$ cat src/rtl/ksa4_pkg.sv
// Shared types and helpers for the 4-bit pipelined Kogge-Stone adder.
// Generate/propagate pair plus the prefix combine operators.
package ksa4_pkg;

    localparam int WIDTH   = 4;
    localparam int LATENCY = 4;

    typedef struct packed {
        logic g;
        logic p;
    } pg_t;

    // Black cell: group (G,P) of a high span merged with the adjacent low span.
    function automatic pg_t pg_combine(input pg_t hi, input pg_t lo);
        pg_t r;
        r.g = hi.g | (hi.p & lo.g);
        r.p = hi.p & lo.p;
        return r;
    endfunction

    // Gray cell: only the group generate is needed once the span reaches bit 0.
    function automatic logic carry_combine(input pg_t hi, input logic lo_g);
        return hi.g | (hi.p & lo_g);
    endfunction

endpackage

$ cat src/rtl/ksa4_prefix_cell.sv
// Kogge-Stone black cell: combines two adjacent (G,P) spans into one.
module ksa4_prefix_cell
    import ksa4_pkg::*;
(
    input  pg_t hi,
    input  pg_t lo,
    output pg_t grp
);

    assign grp = pg_combine(hi, lo);

endmodule

$ cat src/rtl/ksa4_pipelined_adder.sv
// 4-stage pipelined 4-bit Kogge-Stone adder with carry-in, bit-level pad ports.
// Optional KSA4_OVERFLOW_EN adds ovf_Pad, the registered two's-complement overflow flag.
module ksa4_pipelined_adder
    import ksa4_pkg::*;
(
    input  logic GCLK_Pad,
    input  logic rst_Pad,
    input  logic a0_Pad,
    input  logic a1_Pad,
    input  logic a2_Pad,
    input  logic a3_Pad,
    input  logic b0_Pad,
    input  logic b1_Pad,
    input  logic b2_Pad,
    input  logic b3_Pad,
    input  logic cin_Pad,
    output logic sum0_Pad,
    output logic sum1_Pad,
    output logic sum2_Pad,
    output logic sum3_Pad,
    output logic cout_Pad
`ifdef KSA4_OVERFLOW_EN
    ,
    output logic ovf_Pad
`endif
);

    logic [WIDTH-1:0] a;
    logic [WIDTH-1:0] b;

    assign a = {a3_Pad, a2_Pad, a1_Pad, a0_Pad};
    assign b = {b3_Pad, b2_Pad, b1_Pad, b0_Pad};

    // Stage 1: bitwise generate/propagate, carry-in folded into bit 0's generate.
    logic [WIDTH-1:0] g1;
    logic [WIDTH-1:0] p1;
    logic             cin1;

    always_ff @(posedge GCLK_Pad) begin
        if (rst_Pad) begin
            g1   <= '0;
            p1   <= '0;
            cin1 <= 1'b0;
        end else begin
            g1   <= {a[3:1] & b[3:1], (a[0] & b[0]) | ((a[0] ^ b[0]) & cin_Pad)};
            p1   <= a ^ b;
            cin1 <= cin_Pad;
        end
    end

    // Stage 2: span-1 prefix. Bits 2 and 3 keep their group propagate for stage 3.
    pg_t  s2_pg [3:2];
    logic s2_g1;

    for (genvar i = 2; i < WIDTH; i++) begin : g_span1
        ksa4_prefix_cell u_cell (
            .hi  ({g1[i],   p1[i]}),
            .lo  ({g1[i-1], p1[i-1]}),
            .grp (s2_pg[i])
        );
    end

    assign s2_g1 = carry_combine({g1[1], p1[1]}, g1[0]);

    logic [WIDTH-1:0] gg2;
    logic [3:2]       gp2;
    logic [WIDTH-1:0] p2;
    logic             cin2;

    always_ff @(posedge GCLK_Pad) begin
        if (rst_Pad) begin
            gg2  <= '0;
            gp2  <= '0;
            p2   <= '0;
            cin2 <= 1'b0;
        end else begin
            gg2  <= {s2_pg[3].g, s2_pg[2].g, s2_g1, g1[0]};
            gp2  <= {s2_pg[3].p, s2_pg[2].p};
            p2   <= p1;
            cin2 <= cin1;
        end
    end

    // Stage 3: span-2 prefix completes every group generate G[i:0].
    logic [WIDTH-1:0] gg3;
    logic [WIDTH-1:0] p3;
    logic             cin3;

    always_ff @(posedge GCLK_Pad) begin
        if (rst_Pad) begin
            gg3  <= '0;
            p3   <= '0;
            cin3 <= 1'b0;
        end else begin
            gg3  <= {carry_combine({gg2[3], gp2[3]}, gg2[1]),
                     carry_combine({gg2[2], gp2[2]}, gg2[0]),
                     gg2[1:0]};
            p3   <= p2;
            cin3 <= cin2;
        end
    end

    // Stage 4: sum bits from propagate XOR incoming carry; outputs come straight from here.
    logic [WIDTH-1:0] sum4;
    logic             cout4;

    always_ff @(posedge GCLK_Pad) begin
        if (rst_Pad) begin
            sum4  <= '0;
            cout4 <= 1'b0;
        end else begin
            sum4  <= p3 ^ {gg3[2:0], cin3};
            cout4 <= gg3[3];
        end
    end

    assign sum0_Pad = sum4[0];
    assign sum1_Pad = sum4[1];
    assign sum2_Pad = sum4[2];
    assign sum3_Pad = sum4[3];
    assign cout_Pad = cout4;

`ifdef KSA4_OVERFLOW_EN
    // Carry into the sign bit differs from carry out of it.
    logic ovf4;

    always_ff @(posedge GCLK_Pad) begin
        if (rst_Pad) begin
            ovf4 <= 1'b0;
        end else begin
            ovf4 <= gg3[2] ^ gg3[3];
        end
    end

    assign ovf_Pad = ovf4;
`endif

endmodule

$ cat config.mk
export PLATFORM = sky130hd
export DESIGN_NAME = ksa4_pipelined_adder
export DESIGN_NICKNAME = d
export VERILOG_FILES = /design/src/rtl/ksa4_pkg.sv /design/src/rtl/ksa4_prefix_cell.sv /design/src/rtl/ksa4_pipelined_adder.sv
export SDC_FILE = /design/constraint.sdc
export NUM_CORES = 1
export LEC_CHECK = 0
export ABC_AREA = 1
export CAP_MARGIN = 40
export CORE_AREA = 2 2 47 49
export CTS_CLUSTER_SIZE = 14
export DETAILED_ROUTE_END_ITERATION = 7
export DIE_AREA = 0 0 49 51
export DONT_BUFFER_PORTS = 1
export PLACE_DENSITY = 0.73
export SYNTH_ARGS = -nofsm -noshare
export SYNTH_HDL_FRONTEND = slang
export SYNTH_SLANG_ARGS = --single-unit
$ cat constraint.sdc
create_clock -name GCLK_Pad -period 1.4 [get_ports GCLK_Pad]
set_clock_uncertainty 0.15 [all_clocks]
set_input_delay 0.14 -clock GCLK_Pad [delete_from_list [all_inputs] [get_ports GCLK_Pad]]
set_output_delay 0.14 -clock GCLK_Pad [all_outputs]
set_load 0.03 [all_outputs]
## Yosys cells after proc, flatten, opt, wreduce, memory -nomap -nowiden

Cells that the tools add are included.

| storage, ports and cells | value |
|---|---|
| memories | 0 |
| latch bits | 0 |
| logic and storage cells | 31 |
| ROM bits | 0 |
| memory bits (writable) | 0 |
| bits in registers | 34 |

| cells by class | value |
|---|---|
| bitwise gates (word level) | 19 |
| shift operators | 0 |
| $mul | 0 |
| eq/ne operators | 0 |
| add/subtract/negate cells | 0 |
| reduce and logical (&&, ||, !) cells | 0 |
| $lt $le $gt $ge | 0 |
| mux-type cells | 0 |
| divide/modulo/power cells | 0 |

Operator list:

| kind | number |
|---|---|
| AND 1 bit | 9 |
| bitwise XOR 4 bit | 2 |
| bitwise OR 1 bit | 6 |
| AND 3 bit | 1 |
| bitwise XOR 1 bit | 1 |

## Longest topological paths before layout

| logic depth | value |
|---|---|
| depth after elaboration | 3 |
| depth in mapped cells | 5 |
| depth with buffers taken out | 3 |

## By module

From an unflattened synthesis, not the netlist that was laid out.

| unflattened totals | value |
|---|---|
| cells, all modules | 133 |
| area, all modules | 1,134.8 um^2 |

Modules (own cells, without submodules):

| module | times used | area an instance (um^2) | cells each |
|---|---|---|---|
| ksa4_pipelined_adder | 1 | 1,097.3 | 123 |
| ksa4_prefix_cell | 2 | 18.8 | 5 |

## Least setup slack after synthesis

Ideal clock, no wire load.

| timing | value |
|---|---|
| path type | in2reg |
| from | in a0_Pad |
| to | reg g1[0] |
| path buffers | 0 |
| cell stages on the path | 3 |
| data required time | 1.138 ns |
| setup time | 0.112 ns |
| data arrival time | 0.539 ns |
| path slack | 0.598 ns |
| cell sequence | ha_1 nand3_2 nand2_1 |

| between the ends | value |
|---|---|
| longest elaborated chain between the ends | 3 |

Ends and longest elaborated chain:

| what | line | source |
|---|---|---|
| start: declaration | ksa4_pipelined_adder.sv:8 | `input logic a0_Pad,` |
| bitwise XOR 1 bit | ksa4_pipelined_adder.sv:45 | `g1 <= {a[3:1] & b[3:1], (a[0] & b[0]) \| ((a[0] ^ b[0]) & cin_Pad)};` |
| AND 1 bit | ksa4_pipelined_adder.sv:45 |  |
| bitwise OR 1 bit (*) | ksa4_pipelined_adder.sv:45 |  |
| end signal: assignment | ksa4_pipelined_adder.sv:45 |  |
| end: declaration | ksa4_pipelined_adder.sv:35 | `logic [WIDTH-1:0] g1;` |

Mark *: on every way between the ends. The rest lies on a longest branch, timed or not.
A chain may end at the register's enable or synchronous reset.

## Final worst setup path

| timing | value |
|---|---|
| from | reg p1[2] |
| to | reg gp2[2] (netlist name) |

| between the ends | value |
|---|---|
| longest elaborated chain between the ends | 1 |

Ends and longest elaborated chain:

| what | line | source |
|---|---|---|
| start: declaration | ksa4_pipelined_adder.sv:36 | `logic [WIDTH-1:0] p1;` |
| start signal: assignment | ksa4_pipelined_adder.sv:46 | `p1 <= a ^ b;` |
| AND 1 bit | ksa4_pkg.sv:17 | `r.p = hi.p & lo.p;` |
| end signal: assignment | ksa4_pipelined_adder.sv:78 | `gp2 <= {s2_pg[3].p, s2_pg[2].p};` |
| end: declaration | ksa4_pipelined_adder.sv:66 | `logic [3:2] gp2;` |

No other way between the ends.

==> summary.txt <==
Status -> finished, final reports clean
Dpl hpwl -> 878.4 um
Filler Cell Count -> 197
R2R depth -> 3
Routed wire length -> 1.556 mm
Fmax -> 761.6 MHz
Cell taking the most area after synthesis -> dfxtp_1
P_leak -> 0.6453 nW
Max-cap viol count -> 0
Final net count -> 161
RSZ-0062 raised after global routing -> false
# rows -> 17
Rel. slew slack -> 50.98%
Final slew viol count -> 0
Via density per instance -> 4.303
Final setup fails -> 0
Sequential cell area -> 680.7 um^2
Initial antenna violation count -> 0
Worst setup SP type -> flop
Largest net degree at the start of global routing -> 18
Io pins -> 16
Worst setup endpoint -> gp2[2]
DR iter-0 viols -> 7
Clock Sinks -> 34
Final hold vios -> 0
Setup bufs post-CTS -> 0
DR WL/cell -> 8.891 um
Die width -> 49 um
Pwr dens -> 1239 nW/um^2
Fin util -> 65.68%
Max clock buf depth -> 2
H-tree depth -> 2
Core area -> 2063 um^2
CP arrival -> 1.43 ns
Initial Util -> 54.40%
Drt first pass iters -> 4
Netlist Area Pre-Place -> 1122 um^2
Placed Instances -> 149
Register area share after synthesis -> 60.65%
Clk Tree Root Cell -> clkbuf_4
P&R area growth vs syn -> 20.74%
Vias in the first global route -> 718
Actual slew at the worst max-slew pin -> 0.7353 ns
CP Data Required Time -> 1.52 ns
Fraction of layout cells with a size suffix above 1 -> 8.163%
FF-to-FF End -> gp2[2]
Mean Syn Cell Area -> 8.979 um^2
Overflow after GRT -> 0
Final GP Congestion -> 0.7826
#FFs+latches synth -> 34
Kind of critical path -> reg -> reg
Syn Nets -> 140
Post-synth cell types -> 11
DRT antenna net count -> 0
CP Capture Type -> flop
Die ar. -> 2499 um^2
Vias -> 753
Die Y -> 51 um
Power, Total -> 1.679 mW
Synth area leaders -> dfxtp_1, nor2_1, inv_1, nand2_1, ha_1
Worst-path fanout max -> 4
First-pass GRT wire length -> 2.656 mm
CTS tree -> built
Latest clock arrival within the worst-skew pair -> 0.32 ns
# diodes -> 0
Top cell type's share of synthesized area -> 60.65%
Worst Setup SP -> p1[2]
Setup TNS -> 0 ns
Period utilization -> 93.79%
WHS -> 0.2564 ns
Worst min path class -> reg -> reg
Non-Filler Instances -> 175
Num CTS Buffers -> 5
Min-Delay Startpoint -> p2[0]
Gr usage total -> 15.30%
DRC violations left -> 0
Mapped Cells -> 125
PortBufs -> 0
Max IR drop VDD -> 0.8687 mV
Worst R2R Start -> p1[2]
Flop2flop setup slack -> 0.09 ns
Ys Warns -> 0
Area of the multi-input gates -> 302.8 um^2
Period minus WS final -> 1.313 ns
Worst-path clk slew -> 0.09 ns
[metrics by stage]
stage	instance area, um^2	setup WS (ns)
after floorplan	1122	0.5983
after global placement	1112	0.5916
after detailed placement	1112	0.5779
after CTS	1353	0.02894
after global routing	1355	0.02647
final	1355	0.08693
[cell usage in the layout, fill, tap and decap left out]
cell type and n:
clkbuf_1 1, clkbuf_4 5, clkbuf_8 1, clkinv_2 1
dfxtp_1 34, dlygate4sd3_1 17, dlymetal6s4s_1 1, ha_1 4
inv_1 22, inv_8 1, nand2_1 22, nand3_1 2
nand3_2 4, nor2_1 32
[cells by family (layout without fill, tap and decap cells)]
family / count (synthesis) / after routing / synth area share (%)
and+or+nand+nor: 60 / 60 / 22.52
DFF: 34 / 34 / 60.65
buffers and inverters: 27 / 49 / 12.37
adders and majority gates: 4 / 4 / 4.459
[state kept, by name, indices dropped and copies added, names as in the netlist, 2 cells and up]
name / count
p3: 4
p1: 4
gp2: 2
g1: 4
gg3: 4
sum4: 4
gg2: 4
p2: 4
[worst min-delay path by stage]
stage | endpoint | cells past startpoint | slack (ns)
6_report | p3[0] | 2 | 0.26
5_1_grt | p2[1] | 2 | 0.26
4_1_cts | cin3 | 2 | 0.26
3_5_place_dp | p3[1] | 1 | 0.07
3_3_place_gp | g1[3] | 1 | 0.06
2_1_floorplan | cin1 | 2 | 0.1
[synth_stat cells]
cell type	instances
buf_6	2
nand3_2	4
inv_1	22
inv_8	1
nand3_1	2
ha_1	4
nand2_1	22
buf_8	1
buf_4	1
dfxtp_1	34
nor2_1	32
[layout make-up]
class	count	share of cell area (%)
multi-input combinational	64	22.35
inverter	23	6.925
clock buffer	7	4.063
clock inverter	1	0.3693
sequential	34	50.23
timing repair buffer	18	13.48
tap	28	2.585
[what timing repair did]
| action | 4_1_cts | 5_1_grt |
|---|---|---|
| hold buffers | 18 | 0 |
| setup endpoints to repair | 0 | 10 |
| endpoints found under the hold margin | 34 | 0 |
| gates resized for setup | 0 | 1 |
[per-layer routing]
metal	up-vias	global-route usage (%)	part of all wire (%)	wire length (um)
li1	404	-	-	-
met1	325	11.32	35	548
met2	19	31.28	58	898
met3	5	6.140	4.6	72
met4	0	10.00	2.4	38
met5	-	0	0	0
[critical path: stages (launching register included)]
cell	delay, ns
dfxtp_1	0.40
nand2_1	0.07
nor2_1	0.09
dlygate4sd3_1	0.55
[where the power goes]
group	internal [mW]	total, mW	leakage, nW	switching [mW]
Sequential	1.01	1.04	0.278	0.0287
Combinational	0.0566	0.109	0.332	0.0522
Clock	0.243	0.532	0.0353	0.289
(Power assumes the default switching activity.)
